===== src/rtl/ca_row_engine_if.sv =====
// Bus between the CA row engine and its environment: control handshake plus the byte-wide RAM port.
interface ca_row_engine_if #(
    parameter int unsigned ADDR_W    = 10,
    parameter int unsigned ROW_IDX_W = 6
);
    logic                 start;
    logic [7:0]           rule;
    logic [ADDR_W-1:0]    ram_addr;
    logic [7:0]           ram_rd_data;
    logic [7:0]           ram_wr_data;
    logic                 ram_we;
    logic                 busy;
    logic                 done;
    logic [ROW_IDX_W-1:0] cur_row;

    // Engine side
    modport master (
        input  start, rule, ram_rd_data,
        output ram_addr, ram_wr_data, ram_we, busy, done, cur_row
    );

    // Environment side (sequencer / RAM)
    modport slave (
        output start, rule, ram_rd_data,
        input  ram_addr, ram_wr_data, ram_we, busy, done, cur_row
    );
endinterface


===== src/rtl/ca_row_engine.sv =====
// Elementary cellular-automaton engine: reads one row from RAM, applies a Wolfram rule
// with toroidal wrap, and writes the next generation into the following ring-buffer slot.
module ca_row_engine #(
    parameter int unsigned ADDR_W    = 10,
    parameter int unsigned ROW_BYTES = 16,
    parameter int unsigned NUM_ROWS  = 64
) (
    input  logic            clk,
    input  logic            reset,
    ca_row_engine_if.master bus
);
    localparam int unsigned W          = 8 * ROW_BYTES;
    localparam int unsigned ROW_IDX_W  = (NUM_ROWS > 1) ? $clog2(NUM_ROWS) : 1;
    localparam int unsigned BYTE_IDX_W = (ROW_BYTES > 1) ? $clog2(ROW_BYTES) : 1;
    localparam int unsigned CNT_W      = $clog2(ROW_BYTES + 1);

    typedef enum logic [2:0] {
        S_IDLE,
        S_READ,
        S_CALC,
        S_WRITE,
        S_DONE
    } state_t;

    state_t                         state_q, state_d;
    logic [CNT_W-1:0]               cnt_q, cnt_d;
    logic [7:0]                     rule_q, rule_d;
    logic [ROW_BYTES-1:0][7:0]      row_q, row_d;
    logic [ROW_BYTES-1:0][7:0]      nrow_q, nrow_d;
    logic [ADDR_W-1:0]              ram_addr_q, ram_addr_d;
    logic [7:0]                     ram_wr_data_q, ram_wr_data_d;
    logic                           ram_we_q, ram_we_d;
    logic                           busy_q, busy_d;
    logic                           done_q, done_d;
    logic [ROW_IDX_W-1:0]           cur_row_q, cur_row_d;

    logic [ROW_IDX_W-1:0]           dst_row_c;
    logic [ADDR_W-1:0]              src_base_c;
    logic [ADDR_W-1:0]              dst_base_c;
    logic [W-1:0]                   old_cells_c;
    logic [ROW_BYTES-1:0][7:0]      next_row_c;

    // Source/destination row selection; the last ring slot wraps to row 0
    always_comb begin
        dst_row_c  = (cur_row_q == ROW_IDX_W'(NUM_ROWS - 1)) ? '0 : cur_row_q + ROW_IDX_W'(1);
        src_base_c = ADDR_W'(cur_row_q) * ADDR_W'(ROW_BYTES);
        dst_base_c = ADDR_W'(dst_row_c) * ADDR_W'(ROW_BYTES);
    end

    // Next generation of every cell; bit 7 of each byte is the leftmost cell
    always_comb begin
        old_cells_c = '0;
        next_row_c  = '0;
        for (int unsigned i = 0; i < W; i++) begin
            old_cells_c[i] = row_q[i / 8][7 - (i % 8)];
        end
        for (int unsigned i = 0; i < W; i++) begin
            next_row_c[i / 8][7 - (i % 8)] = rule_q[{old_cells_c[(i + W - 1) % W],
                                                      old_cells_c[i],
                                                      old_cells_c[(i + 1) % W]}];
        end
    end

    // Sequencer next-state and registered-output logic
    always_comb begin
        state_d       = state_q;
        cnt_d         = cnt_q;
        rule_d        = rule_q;
        row_d         = row_q;
        nrow_d        = nrow_q;
        ram_addr_d    = ram_addr_q;
        ram_wr_data_d = ram_wr_data_q;
        ram_we_d      = 1'b0;
        busy_d        = busy_q;
        done_d        = 1'b0;
        cur_row_d     = cur_row_q;

        unique case (state_q)
            S_IDLE: begin
                busy_d = 1'b0;
                if (bus.start) begin
                    rule_d     = bus.rule;
                    state_d    = S_READ;
                    cnt_d      = '0;
                    ram_addr_d = src_base_c;
                    busy_d     = 1'b1;
                end
            end

            // Address byte k goes out in read cycle k; its data lands in cycle k+1
            S_READ: begin
                for (int unsigned j = 0; j < ROW_BYTES; j++) begin
                    if (cnt_q == CNT_W'(j + 1)) begin
                        row_d[j] = bus.ram_rd_data;
                    end
                end
                if (cnt_q < CNT_W'(ROW_BYTES - 1)) begin
                    ram_addr_d = src_base_c + ADDR_W'(cnt_q) + ADDR_W'(1);
                end
                if (cnt_q == CNT_W'(ROW_BYTES)) begin
                    state_d = S_CALC;
                    cnt_d   = '0;
                end else begin
                    cnt_d = cnt_q + CNT_W'(1);
                end
            end

            S_CALC: begin
                nrow_d  = next_row_c;
                state_d = S_WRITE;
                cnt_d   = '0;
            end

            // Each count loads one write beat into the output registers
            S_WRITE: begin
                if (cnt_q < CNT_W'(ROW_BYTES)) begin
                    ram_addr_d    = dst_base_c + ADDR_W'(cnt_q);
                    ram_wr_data_d = nrow_q[cnt_q[BYTE_IDX_W-1:0]];
                    ram_we_d      = 1'b1;
                    cnt_d         = cnt_q + CNT_W'(1);
                end else begin
                    state_d   = S_DONE;
                    done_d    = 1'b1;
                    cur_row_d = dst_row_c;
                end
            end

            S_DONE: begin
                state_d = S_IDLE;
                busy_d  = 1'b0;
            end

            default: begin
                state_d = S_IDLE;
                busy_d  = 1'b0;
            end
        endcase
    end

    // State and output registers; reset aborts any run immediately
    always_ff @(posedge clk or posedge reset) begin
        if (reset) begin
            state_q       <= S_IDLE;
            cnt_q         <= '0;
            rule_q        <= '0;
            row_q         <= '0;
            nrow_q        <= '0;
            ram_addr_q    <= '0;
            ram_wr_data_q <= '0;
            ram_we_q      <= 1'b0;
            busy_q        <= 1'b0;
            done_q        <= 1'b0;
            cur_row_q     <= '0;
        end else begin
            state_q       <= state_d;
            cnt_q         <= cnt_d;
            rule_q        <= rule_d;
            row_q         <= row_d;
            nrow_q        <= nrow_d;
            ram_addr_q    <= ram_addr_d;
            ram_wr_data_q <= ram_wr_data_d;
            ram_we_q      <= ram_we_d;
            busy_q        <= busy_d;
            done_q        <= done_d;
            cur_row_q     <= cur_row_d;
        end
    end

    assign bus.ram_addr    = ram_addr_q;
    assign bus.ram_wr_data = ram_wr_data_q;
    assign bus.ram_we      = ram_we_q;
    assign bus.busy        = busy_q;
    assign bus.done        = done_q;
    assign bus.cur_row     = cur_row_q;

endmodule


===== src/flat_wrapper.sv =====
// flat-port wrapper written by rule: the top's interface ports become plain ports
module ca_row_engine_flat 
#(
    parameter int unsigned ADDR_W    = 10,
    parameter int unsigned ROW_BYTES = 16,
    parameter int unsigned NUM_ROWS  = 64
)
  (clk, reset, bus_start, bus_rule, bus_ram_rd_data, bus_ram_addr, bus_ram_wr_data, bus_ram_we, bus_busy, bus_done, bus_cur_row);
  ca_row_engine_if #(.ADDR_W(ADDR_W), .ROW_IDX_W(6)) bus_i ();
  input  logic clk;
  input  logic reset;
  input wire logic [$bits(bus_i.start)-1:0] bus_start;
  input wire logic [$bits(bus_i.rule)-1:0] bus_rule;
  input wire logic [$bits(bus_i.ram_rd_data)-1:0] bus_ram_rd_data;
  output wire logic [$bits(bus_i.ram_addr)-1:0] bus_ram_addr;
  output wire logic [$bits(bus_i.ram_wr_data)-1:0] bus_ram_wr_data;
  output wire logic [$bits(bus_i.ram_we)-1:0] bus_ram_we;
  output wire logic [$bits(bus_i.busy)-1:0] bus_busy;
  output wire logic [$bits(bus_i.done)-1:0] bus_done;
  output wire logic [$bits(bus_i.cur_row)-1:0] bus_cur_row;
  assign bus_i.start = bus_start;
  assign bus_i.rule = bus_rule;
  assign bus_i.ram_rd_data = bus_ram_rd_data;
  assign bus_ram_addr = bus_i.ram_addr;
  assign bus_ram_wr_data = bus_i.ram_wr_data;
  assign bus_ram_we = bus_i.ram_we;
  assign bus_busy = bus_i.busy;
  assign bus_done = bus_i.done;
  assign bus_cur_row = bus_i.cur_row;
  ca_row_engine #(.ADDR_W(ADDR_W), .ROW_BYTES(ROW_BYTES), .NUM_ROWS(NUM_ROWS)) u_core (.clk(clk), .reset(reset), .bus(bus_i));
endmodule

===== config.mk =====
export PLATFORM = sky130hd
export DESIGN_NAME = ca_row_engine_flat
export DESIGN_NICKNAME = d
export VERILOG_FILES = /design/src/rtl/ca_row_engine_if.sv /design/src/rtl/ca_row_engine.sv /design/src/flat_wrapper.sv
export SDC_FILE = /design/constraint.sdc
export NUM_CORES = 1
export LEC_CHECK = 0
export CAP_MARGIN = 15
export CORE_ASPECT_RATIO = 0.6
export CORE_MARGIN = 3
export CORE_UTILIZATION = 45
export CTS_BUF_LIST = sky130_fd_sc_hd__clkbuf_8
export CTS_CLUSTER_DIAMETER = 80
export CTS_CLUSTER_SIZE = 14
export DETAILED_ROUTE_END_ITERATION = 16
export HOLD_SLACK_MARGIN = 0.02
export PLACE_DENSITY = 0.62
export SYNTH_ARGS = -nofsm -noshare
export SYNTH_HDL_FRONTEND = slang
export SYNTH_SLANG_ARGS = --single-unit

===== constraint.sdc =====
create_clock -name clk -period 14 [get_ports clk]
set_clock_uncertainty 0.05 [all_clocks]
set_input_delay 2.1 -clock clk [delete_from_list [all_inputs] [get_ports clk]]
set_output_delay 2.1 -clock clk [all_outputs]
set_load 0.03 [all_outputs]

==> impl_metrics.xml, run 1 <==
<?xml version="1.0" encoding="UTF-8"?>
<metrics>
  <group name="run_status">
    <metric name="result_of_the_run" unit="">complete, no violations</metric>
  </group>
  <group name="layout">
    <metric name="finish.cell_count_without_fillers" unit="">1998</metric>
    <metric name="layout.filler_cells" unit="">3861</metric>
    <metric name="final_cell_mix" unit="">sky130_fd_sc_hd__dfrtp_1 (289), sky130_fd_sc_hd__mux4_2 (286), sky130_fd_sc_hd__nand2_1 (182)</metric>
    <metric name="num-nets-final" unit="">1442</metric>
    <metric name="layout-drive-gt1-share" unit="%">26.6</metric>
    <metric name="layout.cells.most_common" unit="">sky130_fd_sc_hd__dfrtp_1</metric>
    <metric name="area.growth.synth_to_final" unit="%">2.71</metric>
  </group>
  <group name="setup_path">
    <metric name="critPathCaptureType" unit="">asynchronous set/reset pin</metric>
    <metric name="worst-path-max-fanout" unit="">86</metric>
    <metric name="critPathLaunchType" unit="">input port</metric>
    <metric name="worstPathArrival" unit="ns">4.91</metric>
    <metric name="delay_of_the_slowest_cell_on_the_worst_path" unit="ns">0.89</metric>
    <metric name="cp_cell_sequence" unit="">clkdlybuf4s50_1 -&gt; inv_8 -&gt; buf_4 -&gt; buf_4</metric>
    <metric name="slowest_stage" unit="">sky130_fd_sc_hd__buf_4</metric>
    <metric name="timing.critical_path.max_delay_family" unit="">buffers and inverters</metric>
    <metric name="path_buf_inv" unit="">4</metric>
    <metric name="setup.worst_path.class" unit="">in -&gt; async</metric>
    <metric name="crit_required" unit="ns">14.56</metric>
    <metric name="crit_path_frequent_cell" unit="">sky130_fd_sc_hd__buf_4</metric>
  </group>
  <group name="sta">
    <metric name="fin_hold_ws" unit="ns">0.438</metric>
    <metric name="final_max_slew_viol_count" unit="">0</metric>
    <metric name="worstMarginPinSlew" unit="ns">0.992</metric>
    <metric name="maxSlewHeadroom" unit="%">33.9</metric>
    <metric name="maximum_clock_rate" unit="GHz">0.230</metric>
    <metric name="period_minus_slack" unit="ns">4.35</metric>
    <metric name="tns" unit="ns">0</metric>
    <metric name="timing.final.crit_share" unit="%">31.1</metric>
    <metric name="rsz0062_at_grt" unit="">false</metric>
    <metric name="setup_viol_count_final" unit="">0</metric>
    <metric name="timing_hold_violations_final" unit="">0</metric>
  </group>
  <group name="die">
    <metric name="top_level_ports" unit="">46</metric>
    <metric name="dieArea" unit="µm²">48400</metric>
    <metric name="initial_utilization" unit="%">46.5</metric>
    <metric name="floorplan.die.height" unit="µm">172</metric>
    <metric name="fp.coreArea" unit="µm²">44200</metric>
    <metric name="fp-row-count" unit="">59</metric>
    <metric name="die_width" unit="µm">282</metric>
  </group>
  <group name="run">
    <metric name="maxCapViolations" unit="">0</metric>
  </group>
  <group name="route">
    <metric name="postRouteWirelength" unit="µm">55800</metric>
    <metric name="wl_per_cell" unit="µm">27.9</metric>
    <metric name="route.vias.total" unit="">13600</metric>
    <metric name="drt_drc_violations_left" unit="">0</metric>
    <metric name="detailedRoute.firstPassIterationCount" unit="">5</metric>
    <metric name="ant_nets" unit="">0</metric>
    <metric name="drt_first_iter_violations" unit="">1609</metric>
    <metric name="post_drt_via_cell_ratio" unit="">6.80</metric>
  </group>
  <group name="global_route">
    <metric name="grt_usage" unit="%">23.3</metric>
    <metric name="gr-total-overflow" unit="">0</metric>
    <metric name="grt_start_max_net_pins" unit="">94</metric>
    <metric name="grt_first_pass_wirelength" unit="µm">85500</metric>
    <metric name="first_global_vias" unit="">12700</metric>
    <metric name="antenna_found_initial" unit="">4</metric>
  </group>
  <group name="logic_synthesis">
    <metric name="synth-xor-area-share" unit="%">0.469</metric>
    <metric name="ys.flop_type" unit="">sky130_fd_sc_hd__dfrtp_1</metric>
    <metric name="synth-seq-area-share" unit="%">36.4</metric>
    <metric name="postSynthCellCount" unit="">1627</metric>
    <metric name="synthAdderAreaFrac" unit="%">0.487</metric>
    <metric name="synthesized_area_per_cell" unit="µm²">12.6</metric>
    <metric name="main_combinational_cell_family_by_area_after_synthesis" unit="">multiplexers</metric>
    <metric name="synth_compound_gate_area_share" unit="%">4.73</metric>
    <metric name="syn_nets" unit="">1654</metric>
    <metric name="synthesis.yosys.warnings" unit="">0</metric>
    <metric name="ys_async_sr_fraction" unit="%">100</metric>
    <metric name="post_synth_and_or_nand_nor_area_fraction" unit="%">5.35</metric>
    <metric name="synth.mux.area_fraction" unit="%">46.4</metric>
    <metric name="synth.ff_latch_count" unit="">299</metric>
    <metric name="synth.lib_cells_used.distinct" unit="">56</metric>
    <metric name="synth_enable_flop_cells" unit="">0</metric>
    <metric name="post_synth_instance_area" unit="µm²">20600</metric>
  </group>
  <group name="clock_tree">
    <metric name="clkSinkCount" unit="">299</metric>
    <metric name="clock_tree.htree_level_count" unit="">1</metric>
    <metric name="clk_latency" unit="ns">0.63</metric>
    <metric name="post_cts_resize_count" unit="">0</metric>
    <metric name="cts_buffer_depth" unit="">3</metric>
    <metric name="clockRootBuffer" unit="">sky130_fd_sc_hd__clkbuf_8</metric>
    <metric name="cts.clk_slew.worst_paths" unit="ns">0.10</metric>
    <metric name="clock_tree_from_tritoncts" unit="">done</metric>
    <metric name="cts_inserted_buffers" unit="">25</metric>
    <metric name="cts_setup_buffers" unit="">0</metric>
    <metric name="cts_hold_buffers" unit="">0</metric>
  </group>
  <group name="power">
    <metric name="p_per_area" unit="nW/µm²">189</metric>
    <metric name="cellLeakagePower" unit="nW">8.38</metric>
    <metric name="ir_worst_vdd" unit="mV">0.185</metric>
  </group>
  <group name="place">
    <metric name="io_buffer_count" unit="">45</metric>
    <metric name="place_congestion" unit="">0.833</metric>
    <metric name="dp.final_hpwl" unit="µm">32900</metric>
    <metric name="placed_cells" unit="">1967</metric>
  </group>
  <group name="min_path">
    <metric name="hold_path.class" unit="">reg -&gt; reg</metric>
  </group>
</metrics>
path summary, 6_finish.rpt:
| path | slack (ns) | from | endpoint | cells after the start |
|---|---|---|---|---|
| max in group clk | 9.85 | u_core.bus.cur_row[2] | bus_cur_row[2] | 1 |
| max reg2reg | 10.83 | u_core.cnt_q[0] | u_core.bus.ram_wr_data[7] | 4 |
| max | 9.65 | reset | u_core.old_cells_c[35] | 4 |
| min reg2reg | 0.44 | u_core.nrow_q[47] | u_core.nrow_q[47] | 2 |
| min in group asynchronous | 1.91 | reset | u_core.nrow_q[6] | 2 |
| min | 0.44 | u_core.nrow_q[47] | u_core.nrow_q[47] | 2 |
report_power, final:
group          switching, W  total [W]  internal [W]  leakage, nW
registers          0.000568    0.00159       0.00102         3.84
logic              0.000750    0.00193       0.00118         4.34
clock network      0.000311   0.000475      0.000164        0.202
logic make-up (layout without fill, tap and decap cells):
group,Yosys count,in the layout
buffers and inverters,318,109
AND/OR/NAND/NOR,252,252
AO/OA/AOI/OAI,177,177
multiplexers,562,562
adder cells (fa/ha/maj),8,8
other,0,1
flip-flops,299,299
XOR/XNOR,11,11
worst register-to-register path, stage by stage, from the launching register on:
cell,delay (ns)
sky130_fd_sc_hd__dfrtp_2,0.83
sky130_fd_sc_hd__buf_4,0.49
sky130_fd_sc_hd__mux4_1,0.80
sky130_fd_sc_hd__mux4_2,0.61
sky130_fd_sc_hd__mux2_4,0.29
Yosys cell counts, types with 10 or more instances:
master	number	area (µm²)
sky130_fd_sc_hd__buf_2	14	70.1
sky130_fd_sc_hd__clkbuf_1	273	1020
sky130_fd_sc_hd__clkbuf_2	11	55.1
sky130_fd_sc_hd__dfrtp_1	299	7480
sky130_fd_sc_hd__mux2_1	128	1440
sky130_fd_sc_hd__mux2i_1	130	1300
sky130_fd_sc_hd__mux4_1	10	263
sky130_fd_sc_hd__mux4_2	286	6440
sky130_fd_sc_hd__nand2_1	182	683
sky130_fd_sc_hd__nand2_2	12	75.1
sky130_fd_sc_hd__nor2_1	14	52.6
sky130_fd_sc_hd__o21ai_1	135	676
per-stage QoR:
step / util [%] / setup slack [ns] / cell area, µm² / power, W
final: 47.7 / 9.65 / 21100 / 0.00399
after global routing: 47.7 / 9.29 / 21100 / 0.00420
after CTS: 47.7 / 9.54 / 21100 / 0.00399
after detailed placement: 46.9 / 8.84 / 20700 / 0.00351
after global placement: 46.9 / 8.88 / 20700 / 0.00346
after floorplan: - / 3.59 / 20600 / 0.00309
sequential cells by signal, summed over array words and instances, names as in the netlist:
register / count
u_core.bus.busy: 1
u_core.bus.cur_row: 6
u_core.bus.done: 1
u_core.bus.ram_addr: 10
u_core.bus.ram_we: 1
u_core.bus.ram_wr_data: 8
u_core.cnt_q: 5
u_core.nrow_q: 128
u_core.old_cells_c: 128
u_core.rule_q: 8
u_core.state_q: 3
final cells by class:
cell class | count | area [µm²] | share of cell area (%)
diodes | 1 | 2.50 | 0.0119
clock buffers | 25 | 344 | 1.63
clock inverters | 5 | 30.0 | 0.142
inverters | 8 | 37.5 | 0.178
multi-input cells | 1010 | 11800 | 56.0
flip-flops and latches | 299 | 7510 | 35.6
well taps | 579 | 724 | 3.43
repair buffers | 71 | 646 | 3.06
routing by layer:
| metal | part of all wire, % | vias up | track usage (%) |
|---|---|---|---|
| li1 | - | 5604 | - |
| met1 | 47 | 7282 | 38.3 |
| met2 | 43 | 646 | 32.4 |
| met3 | 9.4 | 57 | 4.88 |
| met4 | 1.3 | 2 | 3.14 |
| met5 | 0.016 | - | 0 |
Note: power is estimated with default switching activity, not from simulation.
==> run 2, diff against run 1 <==
Settings changed: PLACE_DENSITY 0.62 to 0.64.
Clock period 14 ns to 3.8 ns, I/O delays scaled along.
==> run 2 against run 1 <==
Global-route usage up 0.69 points. Clock-buffer cell count unchanged. Combinational power rose to 3.5 times the previous value. Largest cell class unchanged. Largest power group unchanged. Highest routed layer unchanged.
==> impl_metrics.xml, run 2 (synthesized netlist as in run 1, its figures left out) <==
<?xml version="1.0" encoding="UTF-8"?>
<metrics>
  <group name="run_status">
    <metric name="result_of_the_run" unit="">complete, no violations</metric>
  </group>
  <group name="sta">
    <metric name="setup_viol_count_final" unit="">0</metric>
    <metric name="rsz0062_at_grt" unit="">false</metric>
    <metric name="setup_slack" unit="ns">0.855</metric>
    <metric name="fin_hold_ws" unit="ns">0.393</metric>
    <metric name="maximum_clock_rate" unit="GHz">0.340</metric>
    <metric name="maxSlewHeadroom" unit="%">17.5</metric>
    <metric name="period_minus_slack" unit="ns">2.95</metric>
    <metric name="tns" unit="ns">0</metric>
    <metric name="worstMarginPinSlew" unit="ns">1.24</metric>
    <metric name="final_max_slew_viol_count" unit="">0</metric>
    <metric name="timing.final.crit_share" unit="%">77.5</metric>
    <metric name="timing_hold_violations_final" unit="">0</metric>
  </group>
  <group name="clock_tree">
    <metric name="clock_tree.htree_level_count" unit="">1</metric>
    <metric name="clockRootBuffer" unit="">sky130_fd_sc_hd__clkbuf_8</metric>
    <metric name="cts_hold_buffers" unit="">0</metric>
    <metric name="cts.clk_slew.worst_paths" unit="ns">0.11</metric>
    <metric name="cts_buffer_depth" unit="">3</metric>
    <metric name="clock_tree_from_tritoncts" unit="">done</metric>
    <metric name="post_cts_resize_count" unit="">0</metric>
    <metric name="cts_inserted_buffers" unit="">25</metric>
    <metric name="clkSinkCount" unit="">299</metric>
    <metric name="cts_setup_buffers" unit="">0</metric>
    <metric name="clk_latency" unit="ns">0.60</metric>
  </group>
  <group name="route">
    <metric name="postRouteWirelength" unit="µm">57000</metric>
    <metric name="wl_per_cell" unit="µm">28.5</metric>
    <metric name="drt_drc_violations_left" unit="">0</metric>
    <metric name="route.vias.total" unit="">13500</metric>
    <metric name="ant_nets" unit="">0</metric>
    <metric name="drt_first_iter_violations" unit="">1410</metric>
    <metric name="post_drt_via_cell_ratio" unit="">6.75</metric>
    <metric name="detailedRoute.firstPassIterationCount" unit="">5</metric>
  </group>
  <group name="setup_path">
    <metric name="delay_of_the_slowest_cell_on_the_worst_path" unit="ns">0.76</metric>
    <metric name="critPathCaptureType" unit="">register</metric>
    <metric name="worstPathArrival" unit="ns">3.35</metric>
    <metric name="worst-path-max-fanout" unit="">12</metric>
    <metric name="cp_cell_sequence" unit="">nor4b_1 -&gt; and2_1 -&gt; nand2_2 -&gt; mux2_1</metric>
    <metric name="setup.worst_path.class" unit="">reg -&gt; reg</metric>
    <metric name="critPathLaunchType" unit="">register</metric>
    <metric name="slowest_stage" unit="">sky130_fd_sc_hd__nor4b_1</metric>
    <metric name="crit_required" unit="ns">4.20</metric>
  </group>
  <group name="die">
    <metric name="floorplan.die.height" unit="µm">172</metric>
    <metric name="fp.coreArea" unit="µm²">44200</metric>
    <metric name="initial_utilization" unit="%">46.5</metric>
    <metric name="dieArea" unit="µm²">48400</metric>
    <metric name="fp-row-count" unit="">59</metric>
    <metric name="top_level_ports" unit="">46</metric>
    <metric name="die_width" unit="µm">282</metric>
  </group>
  <group name="run">
    <metric name="maxCapViolations" unit="">0</metric>
  </group>
  <group name="place">
    <metric name="io_buffer_count" unit="">45</metric>
    <metric name="dp.final_hpwl" unit="µm">34700</metric>
    <metric name="place_congestion" unit="">0.851</metric>
    <metric name="pre_cts_ws" unit="ns">1.04</metric>
  </group>
  <group name="layout">
    <metric name="insertedDiodeCount" unit="">0</metric>
    <metric name="final_cell_mix" unit="">sky130_fd_sc_hd__dfrtp_1 (290), sky130_fd_sc_hd__mux4_2 (286), sky130_fd_sc_hd__nand2_1 (182)</metric>
    <metric name="num-nets-final" unit="">1449</metric>
    <metric name="area.growth.synth_to_final" unit="%">3.37</metric>
    <metric name="layout.cells.most_common" unit="">sky130_fd_sc_hd__dfrtp_1</metric>
    <metric name="layout-drive-gt1-share" unit="%">26.8</metric>
  </group>
  <group name="min_path">
    <metric name="hold_path.class" unit="">in -&gt; async</metric>
  </group>
  <group name="global_route">
    <metric name="gr-total-overflow" unit="">0</metric>
    <metric name="grt_usage" unit="%">24.0</metric>
    <metric name="grt_start_max_net_pins" unit="">102</metric>
    <metric name="grt_first_pass_wirelength" unit="µm">87200</metric>
    <metric name="antenna_found_initial" unit="">5</metric>
    <metric name="first_global_vias" unit="">13100</metric>
  </group>
  <group name="power">
    <metric name="ir_worst_vdd" unit="mV">0.567</metric>
    <metric name="cellLeakagePower" unit="nW">8.44</metric>
    <metric name="p_per_area" unit="nW/µm²">691</metric>
  </group>
</metrics>
## run 2: through the flow
step           instances  util (%)  instance area (µm²)  power [W]
2_1_floorplan       1627         -                20600     0.0114
6_report            2002      48.0                21200     0.0147
3_3_place_gp        1973      47.2                20900     0.0127
5_1_grt             2002      48.0                21200     0.0155
4_1_cts             2001      48.0                21200     0.0147
3_5_place_dp        1973      47.2                20900     0.0130
## run 2: final timing paths
path / startpoint / end / slack (ns) / cells past startpoint
setup / recovery: u_core.cnt_q[4] / u_core.old_cells_c[85] / 0.85 / 4
hold / removal: reset / u_core.old_cells_c[82] / 0.39 / 2
setup reg to reg: u_core.cnt_q[4] / u_core.old_cells_c[85] / 0.85 / 4
hold reg to reg: u_core.nrow_q[62] / u_core.nrow_q[62] / 0.44 / 2
max in group asynchronous: reset / u_core.old_cells_c[119] / 2.46 / 3
min in group clk: bus_rule[0] / u_core.rule_q[0] / 0.43 / 3
## run 2: layout make-up
type	instances	area [µm²]
timing repair buffer	78	798
multi-input combinational	1010	11800
tap	579	724
clock buffer	25	344
fill	3822	23000
inverter	8	33.8
clock inverter	3	18.8
sequential	299	7510
## run 2: routing by layer
layer | GRT usage (%) | share of wire, % | wire (µm) | up-vias
li1 | - | - | - | 5613
met1 | 37.2 | 44 | 25300 | 7126
met2 | 32.3 | 41 | 23300 | 702
met3 | 8.95 | 13 | 7320 | 71
met4 | 4.29 | 1.8 | 1050 | 6
met5 | 0 | 0.070 | 40 | -
## run 2: power by group
group          total, W  leakage [nW]  internal (W)  switching [W]
sequential      0.00615          3.84       0.00374        0.00240
clock           0.00172         0.196      0.000601        0.00112
combinational   0.00681          4.41       0.00440        0.00241
total            0.0147          8.44       0.00875        0.00594
## run 2: critical path: cells and delay by family, from the launching register on
| family | cells | cell delay (ns) |
|---|---|---|
| and+or+nand+nor | 3 | 1.81 |
| DFF | 1 | 0.53 |
| muxes | 1 | 0.40 |
==> run 3, diff against run 2 <==
Settings changed: PLACE_DENSITY 0.64 to 0.62.
Clock period 3.8 ns to 2.8 ns, I/O delays scaled along.
==> run 3 against run 2 <==
Via count rose by 2.0%. Routed wire length up 1.9%. Combinational power is 53% higher. Critical path depth up 1.
==> impl_metrics.xml, run 3 (synthesized netlist as in run 1, its figures left out) <==
<?xml version="1.0" encoding="UTF-8"?>
<metrics>
  <group name="run_status">
    <metric name="result_of_the_run" unit="">complete, no violations</metric>
  </group>
  <group name="global_route">
    <metric name="grt_first_pass_wirelength" unit="µm">88900</metric>
    <metric name="gr-total-overflow" unit="">0</metric>
    <metric name="grt_usage" unit="%">24.6</metric>
    <metric name="grt_start_max_net_pins" unit="">97</metric>
    <metric name="first_global_vias" unit="">13000</metric>
    <metric name="antenna_found_initial" unit="">4</metric>
  </group>
  <group name="place">
    <metric name="io_buffer_count" unit="">45</metric>
    <metric name="dp.final_hpwl" unit="µm">37500</metric>
    <metric name="placed_cells" unit="">2006</metric>
    <metric name="place_congestion" unit="">0.919</metric>
  </group>
  <group name="route">
    <metric name="detailedRoute.firstPassIterationCount" unit="">6</metric>
    <metric name="drt_drc_violations_left" unit="">0</metric>
    <metric name="postRouteWirelength" unit="µm">58100</metric>
    <metric name="drt_first_iter_violations" unit="">1582</metric>
    <metric name="ant_nets" unit="">0</metric>
    <metric name="post_drt_via_cell_ratio" unit="">6.77</metric>
    <metric name="wl_per_cell" unit="µm">28.5</metric>
    <metric name="route.vias.total" unit="">13800</metric>
  </group>
  <group name="power">
    <metric name="p_per_area" unit="nW/µm²">947</metric>
    <metric name="cellLeakagePower" unit="nW">8.65</metric>
    <metric name="ir_worst_vdd" unit="mV">0.946</metric>
    <metric name="report.power.total" unit="W">0.0205</metric>
  </group>
  <group name="clock_tree">
    <metric name="cts_inserted_buffers" unit="">25</metric>
    <metric name="cts.clk_slew.worst_paths" unit="ns">0.10</metric>
    <metric name="cts_hold_buffers" unit="">0</metric>
    <metric name="clkSinkCount" unit="">299</metric>
    <metric name="clk_latency" unit="ns">0.61</metric>
    <metric name="cts_buffer_depth" unit="">3</metric>
    <metric name="clockRootBuffer" unit="">sky130_fd_sc_hd__clkbuf_8</metric>
    <metric name="cts_setup_buffers" unit="">0</metric>
    <metric name="clock_tree.htree_level_count" unit="">1</metric>
    <metric name="clock_tree_from_tritoncts" unit="">done</metric>
    <metric name="post_cts_resize_count" unit="">0</metric>
  </group>
  <group name="sta">
    <metric name="rsz0062_at_grt" unit="">false</metric>
    <metric name="maximum_clock_rate" unit="GHz">0.405</metric>
    <metric name="period_minus_slack" unit="ns">2.47</metric>
    <metric name="timing.final.crit_share" unit="%">88.3</metric>
    <metric name="setup_viol_count_final" unit="">0</metric>
    <metric name="maxSlewHeadroom" unit="%">42.0</metric>
    <metric name="final_max_slew_viol_count" unit="">0</metric>
    <metric name="timing_hold_violations_final" unit="">0</metric>
    <metric name="worstMarginPinSlew" unit="ns">0.870</metric>
  </group>
  <group name="die">
    <metric name="fp-row-count" unit="">59</metric>
    <metric name="fp.coreArea" unit="µm²">44200</metric>
    <metric name="dieArea" unit="µm²">48400</metric>
    <metric name="initial_utilization" unit="%">46.5</metric>
    <metric name="floorplan.die.height" unit="µm">172</metric>
    <metric name="top_level_ports" unit="">46</metric>
    <metric name="die_width" unit="µm">282</metric>
  </group>
  <group name="layout">
    <metric name="finish.cell_count_without_fillers" unit="">2036</metric>
    <metric name="area.growth.synth_to_final" unit="%">5.12</metric>
    <metric name="layout.cells.most_common" unit="">sky130_fd_sc_hd__dfrtp_1</metric>
    <metric name="layout.filler_cells" unit="">3759</metric>
    <metric name="final_cell_mix" unit="">sky130_fd_sc_hd__dfrtp_1 (289), sky130_fd_sc_hd__mux4_2 (286), sky130_fd_sc_hd__nand2_1 (182)</metric>
    <metric name="num-nets-final" unit="">1481</metric>
    <metric name="layout-drive-gt1-share" unit="%">28.5</metric>
  </group>
  <group name="setup_path">
    <metric name="critPathCaptureType" unit="">register</metric>
    <metric name="delay_of_the_slowest_cell_on_the_worst_path" unit="ns">0.82</metric>
    <metric name="worst-path-max-fanout" unit="">24</metric>
    <metric name="setup.worst_path.class" unit="">reg -&gt; reg</metric>
    <metric name="critPathLaunchType" unit="">register</metric>
    <metric name="critical_path.reg2reg.endpoint" unit="">u_core.old_cells_c[91]</metric>
    <metric name="worstPathArrival" unit="ns">2.90</metric>
    <metric name="cp_cell_sequence" unit="">inv_1 -&gt; ha_1 -&gt; and2_1 -&gt; nand2_1 -&gt; mux2_1</metric>
    <metric name="crit_required" unit="ns">3.23</metric>
    <metric name="regToRegSetupSlack" unit="ns">0.33</metric>
    <metric name="ff2ff_path_depth" unit="">5</metric>
    <metric name="ff_to_ff_start" unit="">u_core.cnt_q[1]</metric>
    <metric name="slowest_stage" unit="">sky130_fd_sc_hd__dfrtp_2</metric>
  </group>
  <group name="min_path">
    <metric name="hold_path.class" unit="">in -&gt; async</metric>
  </group>
  <group name="run">
    <metric name="maxCapViolations" unit="">0</metric>
  </group>
</metrics>
## run 3: worst max path at each step
stage	start	to	slack, ns	cells after the start
global placement	u_core.bus.cur_row[4]	u_core.bus.ram_addr[8]	0.40	9
floorplan	reset	u_core.bus.busy	-1.64	1
finish	u_core.cnt_q[1]	u_core.old_cells_c[91]	0.33	5
CTS	u_core.cnt_q[1]	u_core.bus.ram_addr[8]	0.33	5
detailed placement	u_core.cnt_q[1]	u_core.bus.ram_addr[8]	0.35	5
global route	u_core.cnt_q[1]	u_core.old_cells_c[91]	0.15	5
## run 3: power by group
part           switching, W  internal [W]
logic               0.00413       0.00625
clock network       0.00153      0.000816
registers           0.00263       0.00510
## run 3: critical path: cells and delay by family, from the launching register on
family	cells	cell delay (ns)
buffers and inverters	1	0.21
adders and majority gates	1	0.24
DFF	1	0.82
and+or+nand+nor	2	0.63
muxes	1	0.37
## run 3: routing by layer
layer / track usage (%) / share of wire [%]
met3: 9.25 / 13
met2: 32.4 / 40
met1: 39.3 / 45
met5: 0 / 0
met4: 3.02 / 1.2
## run 3: area by class of cell
class                           instances  area (µm²)  area share (%)
Multi-Input combinational cell       1010       11800            54.7
Sequential cell                       299        7510            34.8
Timing Repair Buffer                  110        1150            5.33
Tap cell                              579         724            3.35
Clock buffer                           25         344            1.59
Inverter                                8        33.8           0.156
Clock inverter                          4        22.5           0.104
Antenna cell                            1        2.50          0.0116
## run 3: metrics by stage
stage | area, µm² | setup slack (ns) | hold slack, ns | setup TNS (ns) | util, %
after floorplan | 20600 | -1.64 | 0.397 | -491.28 | -
after CTS | 21600 | 0.330 | 0.0576 | 0 | 48.9
final | 21600 | 0.328 | 0.0580 | 0 | 48.9
after detailed placement | 21200 | 0.348 | 0.421 | 0 | 48.0
after global routing | 21600 | 0.149 | 0.0649 | 0 | 48.9
after global placement | 21200 | 0.402 | 0.413 | 0 | 48.0
